### src/rtl/cu_pkg.sv
// -----------------------------------------------------------------------------
// cu_pkg
// Shared definitions for the control sequencer: sequencer state encoding,
// opcode-class encoding, opcode constants, ALU operation constants, and the
// small decode helpers used by control_sequencer.
// -----------------------------------------------------------------------------
package cu_pkg;

   // Sequencer states. T0..T2 are instruction fetch and T3..T7 execute.
   typedef enum logic [3:0] {
      S_RST,
      S_T0,
      S_T1,
      S_T2,
      S_T3,
      S_T4,
      S_T5,
      S_T6,
      S_T7,
      S_HALT
   } state_t;

   // Instructions that share an execute sequence are grouped into one class.
   typedef enum logic [3:0] {
      C_LD,
      C_LDI,
      C_ST,
      C_ALU,
      C_IMM,
      C_MULDIV,
      C_UNARY,
      C_MFHI,
      C_MFLO,
      C_NOP,
      C_HALT,
      C_ILLEGAL
   } op_class_t;

   // Opcodes (ir[31:27]).
   localparam logic [4:0] OP_LD       = 5'h00;
   localparam logic [4:0] OP_LDI      = 5'h01;
   localparam logic [4:0] OP_ST       = 5'h02;
   localparam logic [4:0] OP_ALU_FIRST = 5'h03;
   localparam logic [4:0] OP_ALU_LAST  = 5'h0B;
   localparam logic [4:0] OP_ADDI     = 5'h0C;
   localparam logic [4:0] OP_ANDI     = 5'h0D;
   localparam logic [4:0] OP_ORI      = 5'h0E;
   localparam logic [4:0] OP_MUL      = 5'h0F;
   localparam logic [4:0] OP_DIV      = 5'h10;
   localparam logic [4:0] OP_NEG      = 5'h11;
   localparam logic [4:0] OP_NOT      = 5'h12;
   localparam logic [4:0] OP_MFHI     = 5'h18;
   localparam logic [4:0] OP_MFLO     = 5'h19;
   localparam logic [4:0] OP_NOP      = 5'h1A;
   localparam logic [4:0] OP_HALT     = 5'h1B;

   // ALU operation codes driven on alu_op.
   localparam logic [4:0] ALU_NONE    = 5'h00;
   localparam logic [4:0] ALU_ADD     = 5'h03;
   localparam logic [4:0] ALU_AND     = 5'h05;
   localparam logic [4:0] ALU_OR      = 5'h06;

   // Map an opcode to its execute class; unassigned opcodes are illegal.
   function automatic op_class_t classify(input logic [4:0] op);
      op_class_t c;
      case (op)
         OP_LD:                    c = C_LD;
         OP_LDI:                   c = C_LDI;
         OP_ST:                    c = C_ST;
         OP_ADDI, OP_ANDI, OP_ORI: c = C_IMM;
         OP_MUL, OP_DIV:           c = C_MULDIV;
         OP_NEG, OP_NOT:           c = C_UNARY;
         OP_MFHI:                  c = C_MFHI;
         OP_MFLO:                  c = C_MFLO;
         OP_NOP:                   c = C_NOP;
         OP_HALT:                  c = C_HALT;
         default:                  c = (op >= OP_ALU_FIRST && op <= OP_ALU_LAST) ? C_ALU : C_ILLEGAL;
      endcase
      return c;
   endfunction

   // Immediate forms reuse the ALU with the matching register-form operation.
   function automatic logic [4:0] imm_alu_op(input logic [4:0] op);
      logic [4:0] a;
      case (op)
         OP_ANDI: a = ALU_AND;
         OP_ORI:  a = ALU_OR;
         default: a = ALU_ADD;
      endcase
      return a;
   endfunction

endpackage

### src/rtl/reg_decoder.sv
// -----------------------------------------------------------------------------
// reg_decoder
// Converts a 4-bit register index plus enable into a 16-bit one-hot select.
// Ports:
//   idx    in  4   register index R0..R15
//   en     in  1   select enable; output is all-zero when low
//   onehot out 16  one-hot select, bit idx set when en=1
// -----------------------------------------------------------------------------
module reg_decoder (
   input  logic [3:0]  idx,
   input  logic        en,
   output logic [15:0] onehot
);

   always_comb begin
      onehot = '0;
      if (en) onehot[idx] = 1'b1;
   end

endmodule

### src/rtl/control_sequencer.sv
// -----------------------------------------------------------------------------
// control_sequencer
// Hardwired control unit: fetches an instruction over T0..T2, then executes it
// over T3..T7 according to its opcode class. Strobes are Moore outputs decoded
// from the state register and ir; only mdr_in in a read-wait state follows
// mem_rdy directly. Status flags run/illegal/timeout are registered.
//
// Build option:
//   CU_MEM_TIMEOUT_EN  when defined, every memory wait state is bounded to 16
//                      cycles; on expiry the sequencer halts with timeout=1.
//                      When undefined, waits are unbounded and timeout=0.
//
// Ports:
//   clk        in   1   rising-edge clock
//   clr        in   1   synchronous active-high reset
//   ir         in  32   instruction: op=[31:27] ra=[26:23] rb=[22:19] rc=[18:15]
//   mem_rdy    in   1   memory read/write completion strobe
//   rin, rout  out 16   one-hot register load / bus-drive enables
//   pc_out, mdr_out, zhigh_out, zlow_out, hi_out, lo_out, c_out
//              out  1   bus-drive strobes (at most one per cycle)
//   pc_in, ir_in, mdr_in, mar_in, y_in, z_in, hi_in, lo_in, inc_pc
//              out  1   load strobes
//   read, write out 1   memory request strobes
//   alu_op     out  5   ALU operation, zero whenever z_in is low
//   run, illegal, timeout out 1 status flags
// -----------------------------------------------------------------------------
module control_sequencer
   import cu_pkg::*;
(
   input  logic        clk,
   input  logic        clr,
   input  logic [31:0] ir,
   input  logic        mem_rdy,
   output logic [15:0] rin,
   output logic [15:0] rout,
   output logic        pc_out,
   output logic        mdr_out,
   output logic        zhigh_out,
   output logic        zlow_out,
   output logic        hi_out,
   output logic        lo_out,
   output logic        c_out,
   output logic        pc_in,
   output logic        ir_in,
   output logic        mdr_in,
   output logic        mar_in,
   output logic        y_in,
   output logic        z_in,
   output logic        hi_in,
   output logic        lo_in,
   output logic        inc_pc,
   output logic        read,
   output logic        write,
   output logic [4:0]  alu_op,
   output logic        run,
   output logic        illegal,
   output logic        timeout
);

   state_t    state;
   op_class_t cls;
   logic [4:0] op;
   logic [3:0] ra, rb, rc;
   logic       rd_wait, wr_wait, tmo_hit;
   logic       rin_en, rout_en;
   logic [3:0] rin_idx, rout_idx;
   logic       unused_ir;

   assign op  = ir[31:27];
   assign ra  = ir[26:23];
   assign rb  = ir[22:19];
   assign rc  = ir[18:15];
   assign cls = classify(op);

   // Low instruction bits carry immediates for the datapath, not control.
   assign unused_ir = ^ir[14:0];

   // Memory wait states: fetch read, ld data read, st data write.
   assign rd_wait = (state == S_T1) || (state == S_T6 && cls == C_LD);
   assign wr_wait = (state == S_T7 && cls == C_ST);

`ifdef CU_MEM_TIMEOUT_EN
   logic       in_wait;
   logic [3:0] wait_cnt;

   assign in_wait = rd_wait || wr_wait;

   // The counter idles at zero outside wait states, so it is already clear on
   // entry to any wait; no two wait states are ever back to back.
   always_ff @(posedge clk) begin
      if (clr || !in_wait || mem_rdy) wait_cnt <= '0;
      else                            wait_cnt <= wait_cnt + 4'd1;
   end

   // Sixteenth consecutive wait cycle without completion.
   assign tmo_hit = in_wait && !mem_rdy && (wait_cnt == 4'hF);
`else
   assign tmo_hit = 1'b0;
`endif

   // Sequencer state and registered status flags.
   // NOTE: sequential state uses non-blocking (<=) so every register samples
   // the pre-edge values; blocking here would create order-dependent races.
   always_ff @(posedge clk) begin
      if (clr) begin
         state   <= S_RST;
         run     <= 1'b1;
         illegal <= 1'b0;
         timeout <= 1'b0;
      end else if (tmo_hit) begin
         state   <= S_HALT;
         run     <= 1'b0;
         timeout <= 1'b1;
      end else begin
         case (state)
            S_RST: state <= S_T0;
            S_T0:  state <= S_T1;
            S_T1:  if (mem_rdy) state <= S_T2;
            S_T2:  state <= S_T3;
            S_T3: begin
               case (cls)
                  C_MFHI, C_MFLO, C_NOP: state <= S_T0;
                  C_HALT: begin
                     state <= S_HALT;
                     run   <= 1'b0;
                  end
                  C_ILLEGAL: begin
                     state   <= S_HALT;
                     run     <= 1'b0;
                     illegal <= 1'b1;
                  end
                  default: state <= S_T4;
               endcase
            end
            S_T4:  state <= (cls == C_UNARY) ? S_T0 : S_T5;
            S_T5:  state <= (cls == C_LD || cls == C_ST || cls == C_MULDIV) ? S_T6 : S_T0;
            S_T6: begin
               if (cls == C_LD) begin
                  if (mem_rdy) state <= S_T7;
               end else if (cls == C_ST) begin
                  state <= S_T7;
               end else begin
                  state <= S_T0;
               end
            end
            S_T7:   if (cls != C_ST || mem_rdy) state <= S_T0;
            S_HALT: state <= S_HALT;
            default: state <= S_RST;
         endcase
      end
   end

   // Strobe decode from state and ir.
   // NOTE: every output gets a default at the top of this block; any path that
   // leaves a signal unassigned would otherwise infer a latch. Combinational
   // blocks use blocking (=) so later lines see the values set above them.
   always_comb begin
      rin_en    = 1'b0;
      rin_idx   = '0;
      rout_en   = 1'b0;
      rout_idx  = '0;
      pc_out    = 1'b0;
      mdr_out   = 1'b0;
      zhigh_out = 1'b0;
      zlow_out  = 1'b0;
      hi_out    = 1'b0;
      lo_out    = 1'b0;
      c_out     = 1'b0;
      pc_in     = 1'b0;
      ir_in     = 1'b0;
      mdr_in    = 1'b0;
      mar_in    = 1'b0;
      y_in      = 1'b0;
      z_in      = 1'b0;
      hi_in     = 1'b0;
      lo_in     = 1'b0;
      inc_pc    = 1'b0;
      read      = 1'b0;
      write     = 1'b0;
      alu_op    = ALU_NONE;

      case (state)
         S_T0: begin
            pc_out = 1'b1;
            mar_in = 1'b1;
            inc_pc = 1'b1;
         end
         S_T1: begin
            read   = 1'b1;
            mdr_in = mem_rdy;
         end
         S_T2: begin
            mdr_out = 1'b1;
            ir_in   = 1'b1;
         end
         S_T3: begin
            case (cls)
               C_ALU, C_IMM, C_LDI, C_LD, C_ST: begin
                  rout_en  = 1'b1;
                  rout_idx = rb;
                  y_in     = 1'b1;
               end
               C_MULDIV: begin
                  rout_en  = 1'b1;
                  rout_idx = ra;
                  y_in     = 1'b1;
               end
               C_UNARY: begin
                  rout_en  = 1'b1;
                  rout_idx = rb;
                  alu_op   = op;
                  z_in     = 1'b1;
               end
               C_MFHI: begin
                  hi_out  = 1'b1;
                  rin_en  = 1'b1;
                  rin_idx = ra;
               end
               C_MFLO: begin
                  lo_out  = 1'b1;
                  rin_en  = 1'b1;
                  rin_idx = ra;
               end
               default: ;
            endcase
         end
         S_T4: begin
            case (cls)
               C_ALU, C_MULDIV: begin
                  rout_en  = 1'b1;
                  rout_idx = (cls == C_ALU) ? rc : rb;
                  alu_op   = op;
                  z_in     = 1'b1;
               end
               C_IMM: begin
                  c_out  = 1'b1;
                  alu_op = imm_alu_op(op);
                  z_in   = 1'b1;
               end
               C_LDI, C_LD, C_ST: begin
                  c_out  = 1'b1;
                  alu_op = ALU_ADD;
                  z_in   = 1'b1;
               end
               C_UNARY: begin
                  zlow_out = 1'b1;
                  rin_en   = 1'b1;
                  rin_idx  = ra;
               end
               default: ;
            endcase
         end
         S_T5: begin
            case (cls)
               C_ALU, C_IMM, C_LDI: begin
                  zlow_out = 1'b1;
                  rin_en   = 1'b1;
                  rin_idx  = ra;
               end
               C_LD, C_ST: begin
                  zlow_out = 1'b1;
                  mar_in   = 1'b1;
               end
               C_MULDIV: begin
                  zlow_out = 1'b1;
                  lo_in    = 1'b1;
               end
               default: ;
            endcase
         end
         S_T6: begin
            case (cls)
               C_LD: begin
                  read   = 1'b1;
                  mdr_in = mem_rdy;
               end
               C_ST: begin
                  rout_en  = 1'b1;
                  rout_idx = ra;
                  mdr_in   = 1'b1;
               end
               C_MULDIV: begin
                  zhigh_out = 1'b1;
                  hi_in     = 1'b1;
               end
               default: ;
            endcase
         end
         S_T7: begin
            case (cls)
               C_LD: begin
                  mdr_out = 1'b1;
                  rin_en  = 1'b1;
                  rin_idx = ra;
               end
               C_ST: write = 1'b1;
               default: ;
            endcase
         end
         default: ;
      endcase
   end

   reg_decoder u_rin_dec (
      .idx    (rin_idx),
      .en     (rin_en),
      .onehot (rin)
   );

   reg_decoder u_rout_dec (
      .idx    (rout_idx),
      .en     (rout_en),
      .onehot (rout)
   );

endmodule

### config.mk
export PLATFORM = sky130hd
export DESIGN_NAME = control_sequencer
export DESIGN_NICKNAME = d
export VERILOG_FILES = /design/src/rtl/cu_pkg.sv /design/src/rtl/reg_decoder.sv /design/src/rtl/control_sequencer.sv
export SDC_FILE = /design/constraint.sdc
export NUM_CORES = 1
export LEC_CHECK = 0
export CAP_MARGIN = 0
export CORE_MARGIN = 5
export CORE_UTILIZATION = 36
export DETAILED_ROUTE_END_ITERATION = 6
export PLACE_DENSITY = 0.82
export REMOVE_ABC_BUFFERS = 1
export SYNTH_ARGS = -nofsm -noshare
export SYNTH_HDL_FRONTEND = slang
export SYNTH_SLANG_ARGS = --single-unit
### constraint.sdc
create_clock -name clk -period 3.1 [get_ports clk]
set_clock_uncertainty 0.15 [all_clocks]
set_input_delay 0.62 -clock clk [delete_from_list [all_inputs] [get_ports clk]]
set_output_delay 0.62 -clock clk [all_outputs]
set_load 0.02 [all_outputs]
==> results by group <==
Worst setup path
  • Crit path DAT: 2.41 ns
  • CP Cell Sequence: buf_8, or4b_4, o32ai_4, a32o_1, a211oi_2, or2_4, nor2_4, buf_6
  • Crit-path slowest cell: or4b_4
  • R2R Path Start: state[3]
  • CP Launch Point: ir[27]
  • Highest net fanout along the worst path: 6
  • R2R cell count: 9
  • R2R Setup Slk: 0.96 ns
  • CP startpoint kind: primary input
  • Reg-to-Reg End: state[3]
  • Worst path max stage delay: 0.56 ns
  • Setup crit end: rout[15]
  • CP Data Required Time: 2.33 ns
  • Critical path capture point type: primary output
  • Critical path class: primary input to primary output

Timing
  • Final setup margin: -0.0765 ns
  • Fin crit share: 102%
  • Max Freq: 315 MHz
  • Minimum clock period: 3.18 ns
  • Max-slew violation count: 0
  • WHS: 0.311 ns
  • Sum Neg Setup Slack: -0.431 ns
  • Final hold viol count: 0
  • Unrepaired setup endpoints after global routing: true
  • Setup violators final: 12

Placement
  • Port Buffer Count: 75
  • Placed cell count: 360
  • Worst slack, placed: -0.951 ns
  • Detailed Place HPWL: 4.44 mm
  • Routability congestion estimate: 0.904

Final layout
  • Final Instance Count excl. Fillers: 371
  • Synth-to-Final Area Change: 97.6%
  • Layout cell share with drive strength beyond 1: 49.8%
  • # diodes: 0
  • NumNets Final: 360
  • Commonest non-fill, non-tap cell in the layout: buf_4
  • Most frequent cells in the layout: 66 x buf_4, 22 x nor2_1, 22 x clkdlybuf4s50_1

Detailed routing
  • Final wirelength: 6.04 mm
  • DRC errors left: 0
  • 1st-iter DRT viols: 126
  • Routed len/inst: 16.3 um
  • Drt pass-1 iters: 5
  • Vias: 2093
  • ANT nets after route: 0
  • Via/cell ratio: 5.64

Clock network
  • H-tree levels: 1
  • TritonCTS clock tree: done
  • Clk sinks: 6
  • CTS max path bufs: 2
  • Clk slew on worst S/H paths: 0.03 ns
  • Clk Latency, worst-skew pair: 0.22 ns
  • Root buf cell: clkbuf_8
  • CTS Buf Count: 3
  • Hold buffers post-CTS: 0

Synthesis
  • Asr flop ratio synth: 0%
  • Largest area contributor in the netlist: dfxtp_1
  • Number of synthesized flops with an enable pin: 0
  • Top cell type's share of synthesized area: 8.84%
  • Post-Syn Area: 1360 um2
  • Yosys cell types: 53
  • Yosys reg bits: 6
  • Mapped Cells: 205
  • Most common flop cell mapped by yosys: dfxtp_1
  • Register area share after synthesis: 8.84%
  • Synth area leaders: dfxtp_1 8.8%, nor2_1 8.0%, nor3_1 5.9%
  • Synth warnings: 0
  • Syn Area/Cell: 6.63 um2

GRT
  • Vias in the first global route: 1978
  • First-pass GRT wire length: 9.22 mm
  • Largest net degree at the start of global routing: 13
  • Total grt overflow: 0
  • Antenna violations before repair: 0
  • Gr usage total: 21.6%

Outcome
  • Failing checks: negative setup slack
  • Status: complete, but fails checks

Floorplan
  • Die H: 71.4 um
  • Die ar.: 5100 um2
  • Top Ports: 93
  • Core Region: 3660 um2
  • Starting density of the core: 37.1%
  • Placement row count: 22
  • Die Wd: 71.4 um

Power and ir drop
  • Peak ir drop on the vdd network: 0.291 mV
  • LEAKAGE: 1.22 nW
  • P per Cell Area: 213 nW/um2

Job
  • MaxCap Viol Count: 0

Min path
  • Hold Crit Class: flop to flop
[registers in the layout (all words and copies together) (netlist names)]
| name | flops |
|---|---|
| illegal | 1 |
| run | 1 |
| state | 4 |
[critical path, delay by kind of cell]
kind                   cells  cell delay (ns)
AND/OR/NAND/NOR            3             1.00
buffers and inverters      2             0.23
AO/OA/AOI/OAI              3             0.56
[kinds of logic (layout without fill, tap and decap cells)]
family	after synthesis	in the layout	synth area share, %
simple gates	118	118	49.6
buf+inv	28	145	11.0
compound gates	50	50	28.8
mux	1	1	0.829
xor+xnor	1	1	0.645
other cells	1	2	0.276
flops	6	6	8.84
[cells in the mapped netlist, types with 3 or more instances]
cell      count
nor2_2        4
nand2_1      19
nand3_1       3
nor2b_1       4
nor4_1        7
a32o_1        5
a21o_1        3
clkbuf_1      6
nor2_1       29
or4b_4        3
a31oi_1       3
nor3b_1       3
a221oi_1      3
nand2b_1     10
buf_4         6
o21ai_0       8
inv_1         5
a21oi_1      10
nor3_1       16
buf_2         5
buf_1         4
and2_1        3
dfxtp_1       6
[how the worst min path moves through the flow]
stage | startpoint | end | cells after the start
global placement | run | run | 1
global route | run | run | 1
floorplan | run | run | 1
CTS | run | run | 1
detailed placement | run | run | 1
finish | run | run | 1
[timing repair]
item | in CTS | in global routing
setup endpoints to repair | 51 | 43
gates resized for setup | 228 | 45
pin swaps | 20 | 22
buffers inserted | 5 | 3
[area by class of cell]
| class | instances | area, um2 |
|---|---|---|
| multi-input combinational | 172 | 1310 |
| tap | 48 | 60.1 |
| inverter | 5 | 18.8 |
| fill | 292 | 976 |
| timing repair buffer | 137 | 1130 |
| sequential | 6 | 121 |
| clock buffer | 3 | 41.3 |
[stage by stage]
step	utilization, %	area, um2	power (mW)
floorplan	-	1230	0.247
global placement	66.9	2450	0.421
detailed placement	66.9	2450	0.426
CTS	69.3	2540	0.555
global route	73.3	2690	0.602
finish	73.3	2690	0.572
[where the power goes]
| group | switching (mW) | internal [mW] | leakage, nW | total, mW |
|---|---|---|---|---|
| Sequential | 0.0169 | 0.0880 | 0.0492 | 0.105 |
| Combinational | 0.181 | 0.168 | 1.15 | 0.350 |
| Clock | 0.0341 | 0.0835 | 0.0216 | 0.118 |
[routing by layer]
layer  global-route usage (%)  vias up  part of all wire, %
li1                         -      993                    -
met1                     26.3      982                   41
met2                     39.4      110                   49
met3                     2.81        8                  8.2
met4                     5.64        0                  1.2
met5                        0        -                    0
(Power assumes the default switching activity.)
